### src/rtl/param_register_file_if.sv
// Register-file bus: two read ports, one write port, PC alias input,
// clear request and live R0/R1/busy status outputs.
interface param_register_file_if #(
  parameter int WIDTH = 32,
  parameter int AW    = 4
);
  logic             WE3;
  logic [AW-1:0]    A1;
  logic [AW-1:0]    A2;
  logic [AW-1:0]    A3;
  logic [WIDTH-1:0] WD3;
  logic [WIDTH-1:0] R15;
  logic             clear_req;
  logic [WIDTH-1:0] RD1;
  logic [WIDTH-1:0] RD2;
  logic [WIDTH-1:0] R0;
  logic [WIDTH-1:0] R1;
  logic             busy;

  modport master (
    output WE3, A1, A2, A3, WD3, R15, clear_req,
    input  RD1, RD2, R0, R1, busy
  );

  modport slave (
    input  WE3, A1, A2, A3, WD3, R15, clear_req,
    output RD1, RD2, R0, R1, busy
  );
endinterface

### src/rtl/param_register_file.sv
// Parameterised 2R1W register file with PC alias, optional write
// forwarding and a DEPTH-cycle sequential clear.
// Ports: clk, rst (sync, active-high), bus (slave modport).
module param_register_file #(
  parameter int WIDTH  = 32,
  parameter int DEPTH  = 16,
  parameter int AW     = $clog2(DEPTH),
  parameter int PC_IDX = DEPTH - 1,
  parameter int BYPASS = 1
) (
  input logic                 clk,
  input logic                 rst,
  param_register_file_if.slave bus
);

  typedef enum logic {
    IDLE  = 1'b0,
    CLEAR = 1'b1
  } state_e;

  localparam logic [AW-1:0] PC_A  = AW'(PC_IDX);
  localparam logic [AW-1:0] LAST  = AW'(DEPTH - 1);
  localparam bit            BYP   = (BYPASS != 0);

  state_e           state_q, state_d;
  logic [AW-1:0]    ptr_q, ptr_d;
  logic [WIDTH-1:0] mem_q [DEPTH];
  logic [WIDTH-1:0] mem_d [DEPTH];
  logic             busy;
  logic             wr_en;
  logic             clr_en;

  always_ff @(posedge clk) begin
    if (rst) begin
      state_q <= IDLE;
      ptr_q   <= '0;
      mem_q   <= '{default: '0};
    end else begin
      state_q <= state_d;
      ptr_q   <= ptr_d;
      mem_q   <= mem_d;
    end
  end

  always_comb begin
    state_d = state_q;
    ptr_d   = ptr_q;
    unique case (state_q)
      IDLE: begin
        if (bus.clear_req) begin
          state_d = CLEAR;
          ptr_d   = '0;
        end
      end
      CLEAR: begin
        // ptr wraps to 0 on the final clear edge
        ptr_d = ptr_q + AW'(1);
        if (ptr_q == LAST) begin
          state_d = IDLE;
        end
      end
      default: begin
        state_d = IDLE;
        ptr_d   = '0;
      end
    endcase
  end

  always_comb begin
    busy   = (state_q == CLEAR);
    clr_en = (state_q == CLEAR);
    wr_en  = bus.WE3 && !busy && (bus.A3 != PC_A);
  end

  always_comb begin
    mem_d = mem_q;
    if (wr_en) begin
      mem_d[bus.A3] = bus.WD3;
    end
    if (clr_en) begin
      mem_d[ptr_q] = '0;
    end
    // PC slot holds a constant so synthesis drops its flops
    mem_d[PC_IDX] = '0;
  end

  always_comb begin
    if (bus.A1 == PC_A) begin
      bus.RD1 = bus.R15;
    end else if (BYP && wr_en && (bus.A3 == bus.A1)) begin
      bus.RD1 = bus.WD3;
    end else begin
      bus.RD1 = mem_q[bus.A1];
    end

    if (bus.A2 == PC_A) begin
      bus.RD2 = bus.R15;
    end else if (BYP && wr_en && (bus.A3 == bus.A2)) begin
      bus.RD2 = bus.WD3;
    end else begin
      bus.RD2 = mem_q[bus.A2];
    end
  end

  assign bus.R0   = mem_q[0];
  assign bus.R1   = mem_q[1];
  assign bus.busy = busy;

endmodule

### src/flat_wrapper.sv
// flat-port wrapper written by rule: the top's interface ports become plain ports
module param_register_file_flat 
#(
  parameter int WIDTH  = 32,
  parameter int DEPTH  = 16,
  parameter int AW     = $clog2(DEPTH),
  parameter int PC_IDX = DEPTH - 1,
  parameter int BYPASS = 1
)
  (clk, rst, bus_WE3, bus_A1, bus_A2, bus_A3, bus_WD3, bus_R15, bus_clear_req, bus_RD1, bus_RD2, bus_R0, bus_R1, bus_busy);
  param_register_file_if #(.WIDTH(WIDTH), .AW(AW)) bus_i ();
  input logic clk;
  input logic rst;
  input wire logic [$bits(bus_i.WE3)-1:0] bus_WE3;
  input wire logic [$bits(bus_i.A1)-1:0] bus_A1;
  input wire logic [$bits(bus_i.A2)-1:0] bus_A2;
  input wire logic [$bits(bus_i.A3)-1:0] bus_A3;
  input wire logic [$bits(bus_i.WD3)-1:0] bus_WD3;
  input wire logic [$bits(bus_i.R15)-1:0] bus_R15;
  input wire logic [$bits(bus_i.clear_req)-1:0] bus_clear_req;
  output wire logic [$bits(bus_i.RD1)-1:0] bus_RD1;
  output wire logic [$bits(bus_i.RD2)-1:0] bus_RD2;
  output wire logic [$bits(bus_i.R0)-1:0] bus_R0;
  output wire logic [$bits(bus_i.R1)-1:0] bus_R1;
  output wire logic [$bits(bus_i.busy)-1:0] bus_busy;
  assign bus_i.WE3 = bus_WE3;
  assign bus_i.A1 = bus_A1;
  assign bus_i.A2 = bus_A2;
  assign bus_i.A3 = bus_A3;
  assign bus_i.WD3 = bus_WD3;
  assign bus_i.R15 = bus_R15;
  assign bus_i.clear_req = bus_clear_req;
  assign bus_RD1 = bus_i.RD1;
  assign bus_RD2 = bus_i.RD2;
  assign bus_R0 = bus_i.R0;
  assign bus_R1 = bus_i.R1;
  assign bus_busy = bus_i.busy;
  param_register_file #(.WIDTH(WIDTH), .DEPTH(DEPTH), .AW(AW), .PC_IDX(PC_IDX), .BYPASS(BYPASS)) u_core (.clk(clk), .rst(rst), .bus(bus_i));
endmodule
### config.mk
export PLATFORM = sky130hd
export DESIGN_NAME = param_register_file_flat
export DESIGN_NICKNAME = d
export VERILOG_FILES = /design/src/rtl/param_register_file_if.sv /design/src/rtl/param_register_file.sv /design/src/flat_wrapper.sv
export SDC_FILE = /design/constraint.sdc
export NUM_CORES = 1
export LEC_CHECK = 0
export CELL_PAD_IN_SITES_DETAIL_PLACEMENT = 1
export CELL_PAD_IN_SITES_GLOBAL_PLACEMENT = 1
export CORE_ASPECT_RATIO = 0.9
export CORE_MARGIN = 5
export CORE_UTILIZATION = 49
export DETAILED_ROUTE_END_ITERATION = 8
export GPL_TIMING_DRIVEN = 1
export PLACE_DENSITY = 0.87
export SETUP_SLACK_MARGIN = 0.4
export SYNTH_ARGS = -nofsm -noshare
export SYNTH_HDL_FRONTEND = slang
export SYNTH_SLANG_ARGS = --single-unit
### constraint.sdc
create_clock -name clk -period 3.95 [get_ports clk]
set_input_delay 0.79 -clock clk [delete_from_list [all_inputs] [get_ports clk]]
set_output_delay 0.79 -clock clk [all_outputs]
set_load 0.03 [all_outputs]
# Word level (Yosys, flattened, before mapping)

Index checks and enable logic that the tools add are counted.

Logic and storage cells: 67
Input port bits: 80
Output and inout bits: 129
Register bits: 485

Reduce and logical (&&, ||, !) cells: 7
$lt $le $gt $ge: 6
Mux-type cells: 22
Equal/unequal tests: 7
$add $sub $neg: 1
Bitwise logic cells: 7

Operators with widths:

| kind                | number |
|---|---|
| $mux 512            | 2 |
| $and 512x512->512   | 1 |
| $bwmux 512          | 1 |
| $not 512->512       | 1 |
| $mux 32             | 10 |
| $bmux 32 s4         | 2 |
| $demux 32 s4        | 2 |
| $ge 5x5->1 const B  | 4 |
| $not 4->5           | 4 |
| $eq 4x4->1 const B  | 3 |
| $lt 5x1->1 const B  | 2 |
| $eq 4x4->1          | 2 |
| $pmux 4 s2          | 1 |
| $logic_and 1x1->1   | 6 |
| $add 4x1->4 const B | 1 |
| $mux 4              | 1 |
| $ne 4x4->1 const B  | 1 |
| $mux 1              | 2 |
| $ne 2x2->1 const B  | 1 |
| $pmux 1 s2          | 1 |
| $logic_not 1->1     | 1 |
| $not 1->1           | 1 |

# Longest topological paths before layout

Depth in word-level cells: 9
Depth in mapped cells: 8
Depth with buffers taken out: 5

# Worst setup path after synthesis

OpenSTA, ideal clock, no wires.

Path type: input-to-output
Start: input port bus_A1[0]
End: output port bus_RD1[30]
Buffers on the path: 3
Cell stages on the path: 7
Data required time: 3,160 ps
Arrival: 2,194 ps
Setup slack: 966 ps
Path through: buf_2 -> buf_6 -> buf_6 -> mux4_2 -> a22oi_1 -> o211ai_1 -> o221a_2

Cells in the longest elaborated chain, start to end: 6
Elaborated cells between the ends (all ways): 9
Classes of those cells: 2 x eq/ne; 5 x mux; 1 x bitwise; 1 x reduce/logical

RTL lines:

| element                                    | line                      | source |
|---|---|---|
| start, declared                            | flat_wrapper.sv:15        | `input wire logic [$bits(bus_i.A1)-1:0] bus_A1;` |
| $not 4->5 (not written as such)            | param_register_file.sv:93 | `bus.RD1 = mem_q[bus.A1];` |
| $bmux 32 s4                                | param_register_file.sv:93 |  |
| $mux 32 (not written as such) (2 in a row) | param_register_file.sv:93 |  |
| $mux 32                                    | param_register_file.sv:90 | `end else if (BYP && wr_en && (bus.A3 == bus.A1)) begin` |
| $mux 32 *                                  | param_register_file.sv:88 | `if (bus.A1 == PC_A) begin` |
| end, declared                              | flat_wrapper.sv:21        | `output wire logic [$bits(bus_i.RD1)-1:0] bus_RD1;` |

Mark *: on every way between the ends. The rest lies on a longest branch, timed or not. The select of a mux whose other input is x is not followed.

# Worst setup path after layout

Start: input port bus_A2[1]
End: output port bus_RD2[6]

Cells in the longest elaborated chain, start to end: 6
Elaborated cells between the ends (all ways): 9
Classes of those cells: 2 x eq/ne; 5 x mux; 1 x bitwise; 1 x reduce/logical

RTL lines:

| element                                    | line                       | source |
|---|---|---|
| start, declared                            | flat_wrapper.sv:16         | `input wire logic [$bits(bus_i.A2)-1:0] bus_A2;` |
| $not 4->5 (not written as such)            | param_register_file.sv:101 | `bus.RD2 = mem_q[bus.A2];` |
| $bmux 32 s4                                | param_register_file.sv:101 |  |
| $mux 32 (not written as such) (2 in a row) | param_register_file.sv:101 |  |
| $mux 32                                    | param_register_file.sv:98  | `end else if (BYP && wr_en && (bus.A3 == bus.A2)) begin` |
| $mux 32 *                                  | param_register_file.sv:96  | `if (bus.A2 == PC_A) begin` |
| end, declared                              | flat_wrapper.sv:22         | `output wire logic [$bits(bus_i.RD2)-1:0] bus_RD2;` |

Marked as above.

==> summary.md <==
| Metric | Value |
|---|---|
| Starting Density | `49.7%` |
| Met2 global-route usage | `64.3%` |
| Worst Hold Class | `flop to flop` |
| Max_cap viols | `0` |
| CP delay by family, top | `buffers and inverters` |
| Final period utilization | `91.4%` |
| Outcome | `finished with violations` |
| Core area | `between 50000 and 60000 µm²` |
| Nets@finish | `3133` |
| Die H | `230 µm` |
| Clock latency on the worst-skew pair | `0.64 ns` |
| Setup crit end kind | `primary output` |
| Detailed Route Iter0 Violations | `4098` |
| Max stage delay on crit path | `0.40 ns` |
| Crit-path max FO | `18` |
| Cell area after layout | `approximately 31000 µm²` |
| Clk_skew | `0.0260 ns` |
| P per Cell Area | `373 nW/µm²` |
| CP cell instances | `buf_4 -> buf_4 -> mux2i_1 -> o2bb2ai_1 -> a22oi_1 -> o211ai_1 -> o221a_2 -> buf_12` |
| Final Util | `59.1%` |
| R2r setup slk | `1.41 ns` |
| H-tree Lvls | `2` |
| Xor/xnor share of the synthesized area | `0.265%` |
| Post-Syn Instances | `3006` |
| Total die area | `about 60000 µm²` |
| DRT antenna net count | `0` |
| CP max-delay cell | `buf_4` |
| Final Hold Fails | `0` |
| Routed WL per cell | `roughly 33 µm` |
| Area delta synth->final | `18.9%` |
| Critical path class | `input port to primary output` |
| Vias in the first global route | `around 30000` |
| Critical Path AT | `2.82 ns` |
| R2R cell count | `7` |
| Worst Hold Launch | `u_core.mem_q[320]` |
| FF+latch count, synth | `485` |
| GR Layer Usage met1 | `between 40% and 50%` |
| Adder-cell share of the synthesized area | `0.189%` |
| Worst path required time | `3.16 ns` |
| Post-synthesis area per instance | `8.80 µm²` |
| Ports | `209` |
| Hold Crit Depth | `2` |
| # port buffers | `208` |
| Met3 Track Usage GR | `14.8%` |
| Slew Viols, Final | `0` |
| Fin crit period | `3.61 ns` |
| CTS tree | `done` |
| Simple-gate share of the synthesized area | `between 10% and 20%` |
| Sequential fraction of the synthesis area | `36.7%` |
| Largest family of logic cells by synthesized area | `multiplexers` |
| # hold bufs at CTS | `0` |
| Buffers & Inverters on Critical Path | `3` |
| FF-to-FF Start | `u_core.bus.busy` |
| Complex-gate fraction of the synthesized area | `roughly 18%` |
| CP startpoint kind | `input port` |
| Relative slew slack | `35.4%` |
| Cts bufs inserted | `52` |
| Initial antenna violation count | `13` |
| Failing checks | `design-rule violations` |
| Post-synthesis cell type count | `41` |
| Hpwl dp | `~76 mm` |
| DR pass1 iterations | `8` |
| # setup viols final | `0` |
| Worst vdd ir | `0.000351 V` |
| Fmax | `277 MHz` |
| Total track usage | `41.6%` |
| Setup TNS | `0 ns` |
| Avg Vias per Cell | `7.24` |
| Layout fillers | `about 5900` |
| Gpl congestion | `around 0.96` |
| Share of post-route cells with drive strength above 1 | `20.6%` |
| Yosys Warn Count | `0` |
| Largest net degree at the start of global routing | `39` |
| CTS root buf | `clkbuf_16` |
| Via count | `approximately 28000` |
| Top Usage Layer GRT | `met2` |
| Post-Syn Nets | `3090` |
| Post-place instance area | `29500 µm²` |
| Clock slew at reported path FFs | `0.06 ns` |
| Total gr overflow | `0` |
| Total routed wirelength | `~130 mm` |
| CTS Buffer Depth | `3` |
| Leakage | `10.4 nW` |
| Area of the mapped netlist | `26400 µm²` |
| Worst Tran Pin Value | `0.966 ns` |
| Die width | `255 µm` |
| Mux contribution to synthesized area | `21.2%` |
| DRC viols | `2` |
| RSZ-0062 raised after global routing | `no` |
| Row count | `80` |
| Crit path top cell by count | `buf_4` |
| Min-Delay Endpoint | `u_core.mem_q[320]` |
| Min Hold Slack | `0.471 ns` |
| RR Endpoint | `u_core.mem_q[201]` |
| Clock Sinks | `485` |
| First-pass GRT wire length | `186 mm` |
[synthesized netlist by cell type (all sizes together)]
cell	number	share of area [%]
xor2	8	0.27
o21bai	11	0.31
o21ai	1	0.019
o2bb2ai	64	2.1
mux4	192	16
or2	1	0.024
nor3b	1	0.028
nor4	2	0.095
o211ai	64	1.8
a31o	4	0.13
a211oi	1	0.028
inv	3	0.043
a22oi	64	1.8
nand2	981	14
and3	1	0.024
and2	2	0.047
mux2i	129	4.9
nand3	7	0.13
or3	1	0.043
clkbuf	164	2.3
o221a	64	2.7
nor2	19	0.36
nand2b	5	0.15
a21oi	484	9.2
nor2b	6	0.14
a21boi	2	0.085
dfxtp	485	37
nor3	8	0.26
buf	225	5.6
or3b	1	0.043
a41oi	2	0.066
ha	4	0.19
[logic make-up after synthesis]
kind of cell    count (synthesis)
simple gates                 1035
compound gates                761
flops                         485
buf+inv                       392
mux                           321
xor+xnor                        8
fa+ha+maj                       4
[repair_timing]
| item | in CTS | in global routing |
|---|---|---|
| setup buffers | 1 | 2 |
| pin swaps | 4 | 2 |
| cloned | 1 | 1 |
| endpoints found under the setup margin | 64 | 38 |
| gates resized for setup | 22 | 9 |
[cell type report]
cell class              instances  area, µm²  share of cell area, %
flip-flops and latches        485       9710                   30.9
repair buffers                378       4310                   13.7
diodes                         11       27.5                 0.0875
clock buffers                  72       1490                   4.73
multi-input cells            2129      14800                   47.0
inverters                       3       11.3                 0.0358
clock inverters                24        258                  0.820
well taps                     697        872                   2.77
[how the worst max path moves through the flow]
stage,to,from,slack (ns),cells after the start
after floorplan,bus_RD1[30],bus_A1[0],0.97,7
after global placement,bus_RD1[10],bus_A1[3],0.22,7
after global routing,bus_RD2[6],bus_A2[1],0.34,8
final,bus_RD2[6],bus_A2[1],0.34,8
after detailed placement,bus_RD1[8],bus_A1[3],0.17,7
after CTS,bus_RD1[1],bus_A1[1],0.46,8
[routing by layer]
| metal | share of wire, % | vias to the layer above |
|---|---|---|
| met5 | 0.036 | - |
| met4 | 8.3 | 6 |
| met3 | 13 | 806 |
| met2 | 45 | 2557 |
| met1 | 33 | 13468 |
| li1 | - | 10679 |
[where the power goes]
group / total [mW] / switching, mW / internal, mW
Clock: 5.24 / 2.28 / 2.96
Sequential: 4.99 / 0.0477 / 4.94
Combinational: 1.51 / 0.950 / 0.563
[state kept, by name, indices dropped and copies added, names as in the netlist]
| name | flops |
|---|---|
| u_core.bus.busy | 1 |
| u_core.ptr_q | 4 |
| u_core.bus.R1 | 32 |
| u_core.mem_q | 416 |
| u_core.bus.R0 | 32 |
[cells in the final DEF, fill, tap and decap left out, types with 3 or more instances in the layout]
| master | n |
|---|---|
| nand2_1 | 979 |
| dfxtp_1 | 485 |
| a21oi_1 | 479 |
| mux4_2 | 192 |
| buf_4 | 151 |
| clkdlybuf4s50_1 | 131 |
| mux2i_1 | 129 |
| buf_12 | 79 |
| a22oi_1 | 64 |
| o211ai_1 | 64 |
| o221a_2 | 64 |
| o2bb2ai_1 | 63 |
| clkbuf_16 | 56 |
| clkinv_2 | 15 |
| diode_2 | 11 |
| o21bai_2 | 11 |
| clkbuf_1 | 10 |
| nor2_2 | 9 |
| clkbuf_8 | 9 |
| nor2_1 | 8 |
| xor2_1 | 7 |
| nand3_1 | 5 |
| a21oi_2 | 5 |
| bufinv_16 | 5 |
| a31o_2 | 4 |
| nor3_1 | 4 |
| nand2b_1 | 4 |
| ha_1 | 4 |
| dlygate4sd2_1 | 4 |
| inv_1 | 3 |
| nor3_4 | 3 |
| buf_6 | 3 |
| buf_16 | 3 |
[stage by stage]
step                std cells  total power [mW]  setup WS (ns)
floorplan                3006              5.86          0.966
global placement         3687              6.45          0.219
detailed placement       3687              6.50          0.173
CTS                      3785              11.6          0.458
global route             3795              11.9          0.340
finish                   3799              11.7          0.339
[tightest hold or removal path: cells and delay by family (launching register included)]
kind	cells	cell delay, ns
AO/OA/AOI/OAI	1	0.05
flip-flops	1	0.32
AND/OR/NAND/NOR	1	0.05
(Power assumes the default switching activity.)
